## src/rtl/imem_loader_pkg.sv

```systemverilog
// Shared types and constants for the instruction-memory boot loader.
// Optional checksum stage is compiled in with IMEM_LOADER_CHECKSUM_EN.
package imem_loader_pkg;

    localparam int BYTES_PER_WORD = 4;
    localparam int COUNT_W        = 8;
    localparam int WORD_W         = BYTES_PER_WORD * 8;

    typedef enum logic [2:0] {
        ST_IDLE,
        ST_HDR,
        ST_DATA,
        ST_DONE,
        ST_ERR
`ifdef IMEM_LOADER_CHECKSUM_EN
        , ST_CHK
`endif
    } loader_state_t;

    // States in which the byte stream is open.
    function automatic logic is_busy(input loader_state_t s);
        logic b;
        b = (s == ST_HDR) || (s == ST_DATA);
`ifdef IMEM_LOADER_CHECKSUM_EN
        b = b || (s == ST_CHK);
`endif
        return b;
    endfunction

endpackage

```

## src/rtl/imem_loader_packer.sv

```systemverilog
// byte_packer: assembles little-endian bytes into words.
// Ports: clk, rst (async low), clr (sync), valid, byte_in -> word_o, word_done.
module byte_packer
    import imem_loader_pkg::*;
(
    input  logic              clk,
    input  logic              rst,
    input  logic              clr,
    input  logic              valid,
    input  logic [7:0]        byte_in,
    output logic [WORD_W-1:0] word_o,
    output logic              word_done
);

    localparam int IDX_W = $clog2(BYTES_PER_WORD);

    logic [IDX_W-1:0]  idx_q, idx_d;
    logic [WORD_W-1:0] shreg_q, shreg_d;

    // Bytes enter at the top and drift down, so the first byte
    // of a word lands in [7:0] once the word is complete.
    assign word_o    = {byte_in, shreg_q[WORD_W-1:8]};
    assign word_done = valid && (idx_q == IDX_W'(BYTES_PER_WORD - 1));

    always_comb begin
        idx_d   = idx_q;
        shreg_d = shreg_q;
        if (clr) begin
            idx_d   = '0;
            shreg_d = '0;
        end else if (valid) begin
            idx_d   = idx_q + 1'b1;
            shreg_d = word_o;
        end
    end

    always_ff @(posedge clk or negedge rst) begin
        if (!rst) begin
            idx_q   <= '0;
            shreg_q <= '0;
        end else begin
            idx_q   <= idx_d;
            shreg_q <= shreg_d;
        end
    end

endmodule

```

## src/rtl/imem_loader.sv

```systemverilog
// Boot loader: writes instruction memory from a byte stream, then starts the core.
// Ports: clk, rst (async low), load_req, in_valid/in_data/in_ready byte stream,
// im_we/im_addr/im_wdata memory write, cpu_start, busy, err.
// Macro IMEM_LOADER_CHECKSUM_EN adds a trailing XOR checksum byte.
module imem_loader
    import imem_loader_pkg::*;
#(
    parameter int ADDR_W    = 8,
    parameter int DEPTH     = 256,
    parameter bit AUTOSTART = 1'b0
) (
    input  logic              clk,
    input  logic              rst,
    input  logic              load_req,
    input  logic              in_valid,
    input  logic [7:0]        in_data,
    output logic              in_ready,
    output logic              im_we,
    output logic [ADDR_W-1:0] im_addr,
    output logic [31:0]       im_wdata,
    output logic              cpu_start,
    output logic              busy,
    output logic              err
);

    // Word counter is one bit wider than the address so N=0 can mean DEPTH.
    localparam int CNT_W = ((ADDR_W > COUNT_W) ? ADDR_W : COUNT_W) + 1;
    localparam loader_state_t RST_STATE = AUTOSTART ? ST_DONE : ST_IDLE;

    loader_state_t      state_q, state_d;
    logic [COUNT_W-1:0] count_q, count_d;
    logic [ADDR_W-1:0]  addr_q, addr_d;
    logic [CNT_W-1:0]   wcnt_q, wcnt_d;
    logic               in_ready_q, in_ready_d;
    logic               im_we_q, im_we_d;
    logic [ADDR_W-1:0]  im_addr_q, im_addr_d;
    logic [31:0]        im_wdata_q, im_wdata_d;
    logic               cpu_start_q, cpu_start_d;
    logic               busy_q, busy_d;

    logic               accept;
    logic               pk_valid;
    logic               pk_clr;
    logic               pk_done;
    logic [WORD_W-1:0]  pk_word;
    logic [CNT_W-1:0]   words_total;
    logic               last_word;

`ifdef IMEM_LOADER_CHECKSUM_EN
    logic [7:0] csum_q, csum_d;
    logic       err_q, err_d;
`endif

    assign accept      = in_valid && in_ready_q;
    assign words_total = (count_q == '0) ? CNT_W'(DEPTH) : CNT_W'(count_q);
    assign last_word   = (wcnt_q + CNT_W'(1)) == words_total;

    byte_packer u_packer (
        .clk       (clk),
        .rst       (rst),
        .clr       (pk_clr),
        .valid     (pk_valid),
        .byte_in   (in_data),
        .word_o    (pk_word),
        .word_done (pk_done)
    );

    always_comb begin
        state_d    = state_q;
        count_d    = count_q;
        addr_d     = addr_q;
        wcnt_d     = wcnt_q;
        im_we_d    = 1'b0;
        im_addr_d  = im_addr_q;
        im_wdata_d = im_wdata_q;
        pk_valid   = 1'b0;
        pk_clr     = 1'b0;
`ifdef IMEM_LOADER_CHECKSUM_EN
        csum_d     = csum_q;
`endif
        // A restart wins over any byte arriving in the same cycle.
        if (load_req) begin
            state_d = ST_HDR;
            pk_clr  = 1'b1;
            addr_d  = '0;
            wcnt_d  = '0;
`ifdef IMEM_LOADER_CHECKSUM_EN
            csum_d  = '0;
`endif
        end else begin
            unique case (state_q)
                ST_HDR: begin
                    pk_clr = 1'b1;
                    if (accept) begin
                        count_d = in_data;
                        addr_d  = '0;
                        wcnt_d  = '0;
                        state_d = ST_DATA;
`ifdef IMEM_LOADER_CHECKSUM_EN
                        csum_d  = '0;
`endif
                    end
                end
                ST_DATA: begin
                    if (accept) begin
                        pk_valid = 1'b1;
`ifdef IMEM_LOADER_CHECKSUM_EN
                        csum_d   = csum_q ^ in_data;
`endif
                        if (pk_done) begin
                            im_we_d    = 1'b1;
                            im_addr_d  = addr_q;
                            im_wdata_d = pk_word;
                            addr_d     = addr_q + 1'b1;
                            wcnt_d     = wcnt_q + 1'b1;
                            if (last_word) begin
`ifdef IMEM_LOADER_CHECKSUM_EN
                                state_d = ST_CHK;
`else
                                state_d = ST_DONE;
`endif
                            end
                        end
                    end
                end
`ifdef IMEM_LOADER_CHECKSUM_EN
                ST_CHK: begin
                    if (accept) begin
                        state_d = (in_data == csum_q) ? ST_DONE : ST_ERR;
                    end
                end
`endif
                default: ;
            endcase
        end

        busy_d     = is_busy(state_d);
        in_ready_d = busy_d;
        // Straight out of DATA the start is held back one cycle so it
        // never coincides with the final write pulse.
        cpu_start_d = (state_d == ST_DONE) && (state_q != ST_DATA);
`ifdef IMEM_LOADER_CHECKSUM_EN
        err_d       = (state_d == ST_ERR);
`endif
    end

    always_ff @(posedge clk or negedge rst) begin
        if (!rst) begin
            state_q     <= RST_STATE;
            count_q     <= '0;
            addr_q      <= '0;
            wcnt_q      <= '0;
            in_ready_q  <= 1'b0;
            im_we_q     <= 1'b0;
            im_addr_q   <= '0;
            im_wdata_q  <= '0;
            cpu_start_q <= AUTOSTART;
            busy_q      <= 1'b0;
        end else begin
            state_q     <= state_d;
            count_q     <= count_d;
            addr_q      <= addr_d;
            wcnt_q      <= wcnt_d;
            in_ready_q  <= in_ready_d;
            im_we_q     <= im_we_d;
            im_addr_q   <= im_addr_d;
            im_wdata_q  <= im_wdata_d;
            cpu_start_q <= cpu_start_d;
            busy_q      <= busy_d;
        end
    end

`ifdef IMEM_LOADER_CHECKSUM_EN
    always_ff @(posedge clk or negedge rst) begin
        if (!rst) begin
            csum_q <= '0;
            err_q  <= 1'b0;
        end else begin
            csum_q <= csum_d;
            err_q  <= err_d;
        end
    end

    assign err = err_q;
`else
    assign err = 1'b0;
`endif

    assign in_ready  = in_ready_q;
    assign im_we     = im_we_q;
    assign im_addr   = im_addr_q;
    assign im_wdata  = im_wdata_q;
    assign cpu_start = cpu_start_q;
    assign busy      = busy_q;

endmodule

```

## config.mk

```make
export PLATFORM = sky130hd
export DESIGN_NAME = imem_loader
export DESIGN_NICKNAME = d
export VERILOG_FILES = /design/src/rtl/imem_loader_pkg.sv /design/src/rtl/imem_loader_packer.sv /design/src/rtl/imem_loader.sv
export SDC_FILE = /design/constraint.sdc
export NUM_CORES = 1
export LEC_CHECK = 0
export CAP_MARGIN = 20
export CORE_MARGIN = 2
export CORE_UTILIZATION = 60
export DETAILED_ROUTE_END_ITERATION = 10
export DONT_BUFFER_PORTS = 1
export PLACE_DENSITY = 0.76
export SLEW_MARGIN = 20
export SYNTH_ARGS = -nofsm -noshare
export SYNTH_HDL_FRONTEND = slang
export SYNTH_SLANG_ARGS = --single-unit
```

## constraint.sdc

```tcl
create_clock -name clk -period 2.2 [get_ports clk]
set_input_delay 0.33 -clock clk [delete_from_list [all_inputs] [get_ports clk]]
set_output_delay 0.33 -clock clk [all_outputs]
set_load 0.01 [all_outputs]
```

==> flow_metrics.tcl <==
set metrics [dict create \
    ys.flop_type "dfrtp_1" \
    min_period_over_period_pct 92.4 \
    die_y_um 86.1 \
    cp.required_ns 2.45 \
    clock_skew_ns 0.00985 \
    ir_worst_vdd_mv 0.367 \
    io_pins 57 \
    nets 403 \
    root_buffer "clkbuf_8" \
    yosys.area.top_type_share_pct 60.0 \
    h-tree-depth 3 \
    crit_family "simple AND/OR/NAND/NOR gates" \
    cp_max_fo 5 \
    path_class "reg2reg" \
    cpMaxStageDelayCell "or4_4" \
    max_slew_margin_pct 33.5 \
    cp.arrival_ns 2.28 \
    antenna_found_initial 0 \
    rsz0062_at_grt "false" \
    syn_area_sq_mm 0.00404 \
    syn_area_per_cell_sq_um 10.3 \
    ys_seq_area_share_pct 60.0 \
    io_buffers 0 \
    multi_input_area_sq_mm 0.00151 \
    fmax_ghz 0.492 \
    grt_pass1_vias 2871 \
    p_leak_uw 0.00219 \
    crit_chain "ha_1, and3_2, nand3_1, xnor2_1, or4_4, o41a_1" \
    drt-pass1-iter-count 4 \
    drt_iter0_markers 169 \
    holdCritPathClass "in2async" \
    post_drt_wl_per_cell_um 16.7 \
    core_area_sq_mm 0.00642 \
    initial_core_util_pct 63.0 \
    yosysWarnings 0 \
    worst_hold_slack_ns -0.349 \
    outcome "complete, but fails checks" \
    synthTopCellsByArea "dfrtp_1 (60%), nand2_1 (12%), a22o_1 (5.8%)" \
    clock_latency_ns 0.36 \
    place_area_sq_mm 0.00409 \
    grt_pass1_wl_um 13700 \
    grt_max_degree 98 \
    fin_tns_setup_ns 0 \
    finalMaxSlewViolations 0 \
    syn_nets 408 \
    viasPerCell 5.93 \
    fin_util_pct 66.9 \
    cts.sinks 97 \
    critPathLaunchType "flip-flop" \
    async_flop_share_pct 100 \
    clk_pin_slew_worst_paths_ns 0.10 \
    synth-seq-cells 97 \
    cap_violations 0 \
    overflow 0 \
    die-area_sq_mm 0.00741 \
    finalHoldViolations 97 \
    drive_gt1_share_pct 10.7 \
    cpPeakStageDelay_ns 0.48 \
    cts_max_path_buffers 2 \
    tightest_slew_ns 0.996 \
    cts-buffers-inserted 9 \
    setup_violations 0 \
    fin_crit_ns 2.03 \
    violations "negative hold slack" \
    diodes 0 \
    r2r_slack_ns 0.17 \
    dpl.hpwl_um 4920 \
    drt_wl_total_um 7840 \
    seqCellArea_sq_mm 0.00243 \
    synth_edf_count 0 \
    timing.critical_path.buf_inv 0 \
    synth_cell_type_count 45 \
    postSynthCellCount 393 \
    fin_area_sq_mm 0.00430 \
    gr-usage-all-layers_pct 23.5 \
    rows 29 \
    syn_to_final_growth_pct 6.25 \
    routabilityCongestion 0.850 \
    powerDensity_mw_per_mm2 763 \
    placed_cells 454 \
    yosysTopAreaCell "dfrtp_1" \
    dr_total_vias 2787 \
    ant_nets 0 \
    final_cells 470 \
    fillCellCount 502 \
    drc 0 \
    worst_setup_path_end_kind "flip-flop" \
    tritoncts "built" \
    die_w_um 86.1 \
]
where the power goes:
part / internal (uW) / total (uW) / switching, uW
sequential: 1840 / 1900 / 64.4
clock: 542 / 1180 / 635
combinational: 102 / 199 / 97.1
synthesized netlist by cell type (2+ instances only):
cell and count:
a21oi_1 5, a22o_1 27, a31oi_1 4, and3_1 6, and3_2 2, buf_1 3, buf_2 3, buf_4 2
clkbuf_1 14, dfrtp_1 97, ha_1 3, inv_1 2, mux2_2 9, nand2_1 131, nand3_1 5, nand3b_1 2
nand4_1 3, nor2_1 12, nor2b_1 3, nor4_1 2, o21ai_0 20, o21ai_1 2, o31ai_1 4, xnor2_1 6
xor2_1 6
kinds of logic after synthesis:
| group | count (synthesis) | synth area share, % |
|---|---|---|
| buffers and inverters | 25 | 2.60 |
| DFF | 97 | 60.0 |
| and+or+nand+nor | 176 | 18.8 |
| AOI/OAI and AO/OA | 70 | 12.4 |
| adders and majority gates | 3 | 0.928 |
| xor gates and xnor gates | 12 | 2.60 |
| muxes | 9 | 2.51 |
| other | 1 | 0.0927 |
cell type report:
| cell class | instances | area share, % |
|---|---|---|
| tap | 77 | 2.24 |
| clock inverter | 6 | 1.72 |
| inverter | 3 | 0.262 |
| sequential | 97 | 56.5 |
| multi-input combinational | 271 | 35.2 |
| clock buffer | 10 | 2.97 |
| timing repair buffer | 6 | 1.05 |
registers in the layout, indices dropped and copies added (netlist names):
signal            cells
im_wdata             32
u_packer.shreg_q     24
wcnt_q                9
addr_q                8
count_q               8
im_addr               8
state_q               3
u_packer.idx_q        2
busy                  1
cpu_start             1
im_we                 1
per-stage QoR:
| step | hold WS, ns | setup WS (ns) | power [uW] |
|---|---|---|---|
| after floorplan | 0.0344 | 0.248 | 2080 |
| after global placement | 0.0369 | 0.196 | 2130 |
| after detailed placement | 0.0367 | 0.135 | 2130 |
| after CTS | -0.361 | 0.128 | 3300 |
| after global routing | -0.368 | 0.0469 | 3400 |
| final | -0.349 | 0.167 | 3280 |
placed cells by master, fill, tap and decap left out, types with 5 or more instances in the layout:
master and instances:
a21oi_1 5, a22o_1 27, and3_1 6, buf_4 6, clkbuf_8 9, dfrtp_1 96
mux2_2 9, nand2_1 131, nand3_1 5, nor2_1 11, o21ai_0 20, xnor2_1 6
xor2_1 6
what timing repair did:
action,4_1_cts,5_1_grt
endpoints found under the hold margin,97,97
resized for setup,0,1
setup buffers,0,0
setup endpoints to repair,0,1
routing by layer:
layer,global-route usage [%],wire length [um],vias to the layer above
met4,9.09,104,0
li1,-,-,1322
met3,4.81,417,11
met1,33.1,3600,1375
met2,36.3,3710,79
met5,0,0,-
final timing paths:
path,from,endpoint,depth (start not counted)
worst min-delay path,rst,im_wdata[2],0
worst max-delay path,wcnt_q[0],busy,6
min in group clk,load_req,state_q[2],1
worst max register to register,wcnt_q[0],busy,6
max in group asynchronous,rst,im_wdata[8],0
worst min register to register,u_packer.shreg_q[9],im_wdata[1],2
No activity file was read; power rests on OpenSTA's default activity.
